### src/rtl/koala_absorb.sv
// Sponge absorb front-end for the Koala permutation: XOR message words into a 257-bit state.
// Define KOALA_ABSORB_PERM_REG_EN to register the permutation result (2-cycle PERM).
module koala_absorb #(
  parameter int RATE_WORDS = 4
) (
  input  logic         clk,
  input  logic         rst_n,
  input  logic [31:0]  in_data,
  input  logic         in_valid,
  input  logic         in_last,
  output logic         in_ready,
  output logic [256:0] perm_i,
  input  logic [256:0] perm_o,
  output logic [256:0] out_state,
  output logic         out_valid,
  input  logic         out_ready
);

  localparam int WCW = (RATE_WORDS > 1) ? $clog2(RATE_WORDS) : 1;
  localparam logic [WCW-1:0] LAST_WC = WCW'(RATE_WORDS - 1);

  typedef enum logic [1:0] {
    ABSORB,
    PAD,
    PERM,
    DONE
  } state_t;

  state_t         r_state;
  logic [256:0]   r_s;
  logic [WCW-1:0] r_wc;
  logic           r_fin;
  logic           r_pend;

`ifdef KOALA_ABSORB_PERM_REG_EN
  logic [256:0]   r_p;
  logic           r_ph;
`endif

  logic [256:0]   w_absorb;
  logic           w_accept;
  logic           w_wc_last;
  state_t         w_perm_nxt;

  assign perm_i    = r_s;
  assign in_ready  = rst_n & (r_state == ABSORB);
  assign out_valid = (r_state == DONE);
  assign out_state = out_valid ? r_s : '0;

  assign w_accept  = in_valid & in_ready;
  assign w_wc_last = (r_wc == LAST_WC);

  always_comb begin
    w_perm_nxt = ABSORB;
    if (r_fin)
      w_perm_nxt = DONE;
    else if (r_pend)
      w_perm_nxt = PAD;
  end

  // A short final block carries its own pad bit right after the last word.
  always_comb begin
    w_absorb = r_s;
    for (int k = 0; k < RATE_WORDS; k++) begin
      if (r_wc == WCW'(k)) begin
        w_absorb[32*k +: 32] = r_s[32*k +: 32] ^ in_data;
        if (in_last && (k < RATE_WORDS - 1)) begin
          w_absorb[32*(k+1)] = ~r_s[32*(k+1)];
          w_absorb[256]      = ~r_s[256];
        end
      end
    end
  end

  always_ff @(posedge clk or negedge rst_n) begin
    if (!rst_n) begin
      r_state <= ABSORB;
      r_s     <= '0;
      r_wc    <= '0;
      r_fin   <= 1'b0;
      r_pend  <= 1'b0;
`ifdef KOALA_ABSORB_PERM_REG_EN
      r_p     <= '0;
      r_ph    <= 1'b0;
`endif
    end else begin
      unique case (r_state)
        ABSORB: begin
          if (w_accept) begin
            r_s <= w_absorb;
            if (in_last || w_wc_last) begin
              r_wc    <= '0;
              r_fin   <= in_last & ~w_wc_last;
              r_pend  <= in_last & w_wc_last;
              r_state <= PERM;
            end else begin
              r_wc <= r_wc + WCW'(1);
            end
          end
        end
        PAD: begin
          r_s[0]   <= ~r_s[0];
          r_s[256] <= ~r_s[256];
          r_fin    <= 1'b1;
          r_pend   <= 1'b0;
          r_state  <= PERM;
        end
        PERM: begin
`ifdef KOALA_ABSORB_PERM_REG_EN
          if (!r_ph) begin
            r_p  <= perm_o;
            r_ph <= 1'b1;
          end else begin
            r_ph    <= 1'b0;
            r_s     <= r_p;
            r_state <= w_perm_nxt;
          end
`else
          r_s     <= perm_o;
          r_state <= w_perm_nxt;
`endif
        end
        DONE: begin
          if (out_ready) begin
            r_s     <= '0;
            r_fin   <= 1'b0;
            r_state <= ABSORB;
          end
        end
        default: r_state <= ABSORB;
      endcase
    end
  end

endmodule
### config.mk
export PLATFORM = sky130hd
export DESIGN_NAME = koala_absorb
export DESIGN_NICKNAME = d
export VERILOG_FILES = /design/src/rtl/koala_absorb.sv
export SDC_FILE = /design/constraint.sdc
export NUM_CORES = 1
export LEC_CHECK = 0
export CORE_AREA = 2 2 312 314
export CTS_CLUSTER_SIZE = 12
export DETAILED_ROUTE_END_ITERATION = 8
export DIE_AREA = 0 0 314 316
export PLACE_DENSITY = 0.43
export SYNTH_ARGS = -nofsm -noshare
export SYNTH_HDL_FRONTEND = slang
export SYNTH_SLANG_ARGS = --single-unit
### constraint.sdc
create_clock -name clk -period 2.05 [get_ports clk]
set_input_delay 0.41 -clock clk [delete_from_list [all_inputs] [get_ports clk]]
set_output_delay 0.41 -clock clk [all_outputs]
set_load 0.01 [all_outputs]
==> results of run 1 <==
## layer usage
| layer | routed length (µm) | part of all wire | GRT usage | up-vias |
|---|---|---|---|---|
| met1 | 39200 | 0.41 | 0.221 | 8710 |
| met4 | 2260 | 0.024 | 0.0494 | 22 |
| met5 | 148 | 0.0015 | 0 | - |
| li1 | - | - | - | 7433 |
| met2 | 48000 | 0.50 | 0.316 | 822 |
| met3 | 6540 | 0.068 | 0.0383 | 120 |
## synthesized netlist by cell type (2+ instances only)
library cell	instances	area, µm²
inv_1	137	514
a32o_1	93	931
nand4_1	25	156
or4bb_1	2	22.5
buf_2	40	200
mux2_1	2	22.5
nand2_1	5	18.8
a22o_1	128	1120
o2bb2ai_1	93	815
dfrtp_1	263	6580
nor3b_1	16	120
and3_1	260	1630
a22oi_1	11	82.6
o311ai_0	2	17.5
clkbuf_1	131	492
mux2i_1	3	30.0
ha_1	4	50.1
nand3_1	27	135
nand4b_1	29	254
o21ai_0	9	45.0
nand3b_1	3	22.5
a32oi_1	101	885
buf_1	16	60.1
and2_1	2	12.5
o221ai_1	2	17.5
nand2b_1	3	18.8
a31oi_1	7	43.8
nor2b_1	13	81.3
nor2_1	17	63.8
o211ai_1	3	22.5
buf_4	5	37.5
a21oi_1	22	110
## worst max-delay path: stages, from the launching register on
cell	delay, ns
dfrtp_4	0.52
buf_16	0.21
and3_1	0.26
clkdlybuf4s50_1	0.55
## worst min-delay path by stage
stage,start,to,slack (ns)
CTS,rst_n,perm_i[41]$_DFFE_PN0P_,0.23
global route,rst_n,perm_i[41]$_DFFE_PN0P_,0.24
finish,rst_n,perm_i[41]$_DFFE_PN0P_,0.28
global placement,rst_n,perm_i[35]$_DFFE_PN0P_,0.26
floorplan,rst_n,perm_i[0]$_DFFE_PN0P_,0.11
detailed placement,rst_n,perm_i[35]$_DFFE_PN0P_,0.26
## repair_timing
item,4_1_cts,5_1_grt
setup endpoints to repair,318,556
endpoints found under the hold margin,66,0
cloned,5,9
resized for setup,170,267
hold buffers,1,0
pin swaps,0,0
buffers inserted,5,13
## where the power goes
part           total, mW  leakage [nW]  switching, mW  internal [mW]
logic               22.5          8.59           10.9           11.6
clock network       6.77         0.611           2.73           4.04
registers           10.8          3.35           3.26           7.50
total               40.0          12.6           16.9           23.1
## registers in the layout (all words and copies together), names as in the netlist
signal and flops:
r_wc 2, r_pend 1, perm_i 257, r_fin 1, r_state 2
## layout make-up
type	count	area, µm²	share of cell area
repair buffers	964	9790	0.365
multi-input cells	897	7030	0.262
flip-flops and latches	263	6590	0.246
well taps	1276	1600	0.0596
clock buffers	55	1070	0.0401
inverters	137	514	0.0192
clock inverters	14	174	0.00649
diodes	13	32.5	0.00121
## logic make-up (layout without fill, tap and decap cells)
| family | Yosys count | in the layout | synth area share |
|---|---|---|---|
| adder cells (fa/ha/maj) | 4 | 4 | 0.00339 |
| XOR/XNOR | 1 | 1 | 0.000594 |
| other | 0 | 13 | 0 |
| AO/OA/AOI/OAI | 481 | 481 | 0.283 |
| multiplexers | 5 | 5 | 0.00356 |
| AND/OR/NAND/NOR | 406 | 406 | 0.174 |
| buffers and inverters | 330 | 1170 | 0.0892 |
| flip-flops | 263 | 263 | 0.446 |
==> results_dict.tcl, run 1 <==
set metrics [dict create \
    vdd_drop_max_v 0.000639 \
    hold_ws_ns 0.276 \
    dominantRegCellSynth "dfrtp_1" \
    synth_cells 1490 \
    grt_max_degree 112 \
    cts_tree "built" \
    ant_nets 0 \
    rrSetupSlack_ns -0.15 \
    utilization 0.279 \
    seq_area_frac_synth 0.446 \
    portBuffers 809 \
    powerDensity_nw_per_um2 1490 \
    die_h_um 316 \
    end_kind "output pin" \
    start_util 0.154 \
    finalPower_mw 40.0 \
    drive_gt1_frac 0.154 \
    crit_arrival_ns 2.20 \
    cts_buffers 38 \
    clock_path_buffers 3 \
    postSynthAreaPerCell_um2 9.90 \
    cp_max_fo 59 \
    remaining_drc_errors 0 \
    ys_ff_latch 263 \
    rows 114 \
    grt_pass1_wl_mm 130 \
    cts-root-buf "clkbuf_16" \
    vias 17100 \
    setup_viol 481 \
    hold_path.class "input port to asynchronous set/reset pin" \
    crit-reg2reg-capture "perm_i[153]$_DFFE_PN0P_" \
    yosysUniqueCellTypes 48 \
    synthArstFlopShare 1.00 \
    final_cell_area_um2 26800 \
    critical_path_class "flop to output pin" \
    status "finished, violations left" \
    ios 810 \
    worstSetupEndpoint "out_state[137]" \
    fin_crit_ns 2.61 \
    synthesis.area_um2 14700 \
    max_cap_violations 0 \
    die_area_um2 99200 \
    fin_crit_sh 1.27 \
    synth_edf_count 0 \
    fmax_mhz 383 \
    slew_headroom 0.387 \
    coreArea_um2 96000 \
    die_x_um 314 \
    drt_first_iter_violations 1221 \
    worst_pin_slew_ns 0.919 \
    cp.required_ns 1.64 \
    num-nets-final 2599 \
    synth_warnings 0 \
    wl_per_cell_um 26.6 \
    drt-vias-per-instance 4.73 \
    r2r_cells 9 \
    fin_cells 3619 \
    finalHoldViolCount 0 \
    layout_setup_ws_ns -0.560 \
    failed_checks "negative setup slack" \
    syn_to_final_growth_pct 81.7 \
    p_leak_nw 12.6 \
    place_congestion 0.849 \
    drv_slew 0 \
    antenna_found_initial 34 \
    grt_pass1_vias 17000 \
    clock_latency_ns 0.55 \
    totalWireLength_mm 96.2 \
    nFillCells 10100 \
    ctsHtreeMaxLevel 2 \
    dpl-instance-area_um2 25100 \
    cp-start-kind "flop" \
    rr_startpoint "r_state[0]$_DFFE_PN0P_" \
    dr.pass1.iters 5 \
    grt_remaining_overflow 0 \
    rsz0062_at_grt "true" \
    dp_cells 3504 \
    syn_nets 1788 \
    dp_slack_ns -0.0662 \
    skew_ns 0.0174 \
    layout_commonest_cell "clkdlybuf4s50_1" \
    cts.sink_count 263 \
    gr-usage-all-layers 0.180 \
    startpoint "r_state[0]$_DFFE_PN0P_" \
    hpwl_mm 70.3 \
    setup-tns-final_ns -90.35 \
    final_cell_mix "clkdlybuf4s50_1 (633), dfrtp_1 (261), and3_1 (237)" \
    clk_pin_slew_ns 0.05 \
]
(Power assumes the default switching activity.)
==> run 2: changes to the inputs <==
==> config.mk (replaced) <==
export PLATFORM = sky130hd
export DESIGN_NAME = koala_absorb
export DESIGN_NICKNAME = d
export VERILOG_FILES = /design/src/rtl/koala_absorb.sv
export SDC_FILE = /design/constraint.sdc
export NUM_CORES = 1
export LEC_CHECK = 0
export CORE_AREA = 2 2 317 319
export CTS_CLUSTER_SIZE = 12
export DETAILED_ROUTE_END_ITERATION = 8
export DIE_AREA = 0 0 319 321
export DONT_BUFFER_PORTS = 1
export PLACE_DENSITY = 0.31
export SYNTH_ARGS = -nofsm -noshare
export SYNTH_HDL_FRONTEND = slang
export SYNTH_SLANG_ARGS = --single-unit
==> run 2 against run 1 <==
Compared with the run above: the flow finishes with violations (negative hold slack, negative setup slack); critical path type unchanged; cell count fell by 17%; highest routed layer unchanged; combinational power fell by 31%; clock skew rose by 0.0063 ns; non-clock buffer count fell by 626; sequential share of layout area rose by 6.5 points; sequential power rose by 6%; flip-flop and latch count did not move; power fell by 16%; wire length fell by 7.1%.
==> results_dict.tcl, run 2 (synthesized netlist as in run 1, its figures left out) <==
set metrics [dict create \
    status "finished, violations left" \
    failed_checks "negative hold slack, negative setup slack" \
    nFillCells 10800 \
    clock_latency_ns 0.57 \
    multiInputGateArea_um2 7390 \
    setup-tns-final_ns -14.51 \
    critPathMaxStageDelay_ns 0.51 \
    critPathTopFamily "flip-flops" \
    worst-path-buf-inv 2 \
    hold_ws_ns -0.439 \
    coreArea_um2 99300 \
    grt_max_degree 275 \
    max_cap_violations 0 \
    slowest_stage "dfrtp_4" \
    place_congestion 0.783 \
    use_met1 0.195 \
    end_kind "output pin" \
    final_cell_mix "dfrtp_1 (261), dlygate4sd3_1 (245), and3_1 (161)" \
    rrSetupSlack_ns 0.04 \
    rr_startpoint "r_state[0]$_DFFE_PN0P_" \
    portBuffers 0 \
    cts_tree "built" \
    ant_nets 0 \
    drt-vias-per-instance 4.86 \
    antenna_found_initial 14 \
    wl_per_cell_um 29.8 \
    cts.sink_count 263 \
    vdd_drop_max_v 0.000645 \
    fin_crit_sh 1.07 \
    dr.pass1.iters 6 \
    critical_path_class "flop to output pin" \
    worst_pin_slew_ns 0.824 \
    layout_commonest_cell "dfrtp_1" \
    fmax_mhz 457 \
    die_x_um 319 \
    grt_pass1_vias 14600 \
    drive_gt1_frac 0.158 \
    remaining_drc_errors 0 \
    drv_slew 0 \
    finalHoldViolCount 263 \
    ios 810 \
    totalWireLength_mm 89.4 \
    num-nets-final 1972 \
    cts-root-buf "clkbuf_16" \
    grt_busiest_layer "met2" \
    fin_crit_ns 2.19 \
    cts_buffers 37 \
    die_h_um 321 \
    use_met2 0.285 \
    powerDensity_nw_per_um2 1590 \
    grt_remaining_overflow 0 \
    ctsHtreeMaxLevel 2 \
    crit-reg2reg-capture "perm_i[62]$_DFFE_PN0P_" \
    gr-usage-all-layers 0.164 \
    r2r_cells 6 \
    start_util 0.149 \
    die_area_um2 102000 \
    vias 14600 \
    cts_hold_buf 245 \
    slew_headroom 0.450 \
    hold_path.class "input port to asynchronous set/reset pin" \
    fin_cells 3001 \
    layout_setup_ws_ns -0.137 \
    cp.required_ns 1.64 \
    cp_max_fo 53 \
    drt_first_iter_violations 994 \
    cp-start-kind "flop" \
    dp_slack_ns 0.0399 \
    grt_util_met3 0.0489 \
    crit_arrival_ns 1.78 \
    grt_pass1_wl_mm 121 \
    hpwl_mm 60.1 \
    rows 116 \
    largest_reg_flops 257 \
    setup_viol 256 \
    rsz0062_at_grt "true" \
    clock_path_buffers 3 \
    dp_cells 2670 \
    worstPathCellList "buf_12, buf_16, and3_2" \
    clk_pin_slew_ns 0.06 \
    p_leak_nw 8.87 \
    syn_to_final_growth_pct 43.8 \
    seqCellArea_um2 6590 \
    skew_ns 0.0237 \
]
-- run 2: routing by layer --
metal	up-vias	wire length, µm
li1	6163	-
met1	7556	35800
met2	721	43900
met3	130	6870
met4	10	2690
met5	-	63
-- run 2: area by class of cell --
cell class	count	area share
multi-input cells	897	0.348
repair buffers	338	0.181
flip-flops and latches	263	0.311
diodes	3	0.000354
clock buffers	49	0.0500
inverters	137	0.0243
well taps	1298	0.0766
clock inverters	16	0.00844
-- run 2: what timing repair did --
| action | CTS | global route |
|---|---|---|
| buffers inserted | 7 | 0 |
| resized for setup | 98 | 41 |
| pin swaps | 22 | 9 |
| endpoints found under the hold margin | 484 | 263 |
| endpoints found under the setup margin | 259 | 351 |
| gates cloned | 4 | 7 |
-- run 2: through the flow --
stage | utilization | area (µm²) | power, mW
floorplan | - | 14700 | 19.6
global placement | 0.167 | 16600 | 24.9
detailed placement | 0.167 | 16600 | 25.0
CTS | 0.210 | 20900 | 33.5
global route | 0.214 | 21200 | 35.7
finish | 0.214 | 21200 | 33.8
-- run 2: power breakdown --
part | total (mW) | switching [mW] | leakage [nW] | internal, mW
Sequential | 11.5 | 4.15 | 3.35 | 7.35
Combinational | 15.5 | 8.61 | 4.92 | 6.86
Clock | 6.79 | 2.76 | 0.601 | 4.02
-- run 2: worst max path at each step --
stage	startpoint	end	slack, ns	depth (start not counted)
after detailed placement	r_state[0]$_DFFE_PN0P_	perm_i[126]$_DFFE_PN0P_	0.04	3
after global routing	r_state[1]$_DFFE_PN0P_	out_state[88]	-0.18	3
after global placement	r_wc[0]$_DFFE_PN0P_	perm_i[123]$_DFFE_PN0P_	0.12	4
after CTS	r_state[1]$_DFFE_PN0P_	out_state[134]	-0.18	3
after floorplan	r_state[1]$_DFFE_PN0P_	out_state[100]	0.35	5
final	r_state[0]$_DFFE_PN0P_	out_state[29]	-0.14	3
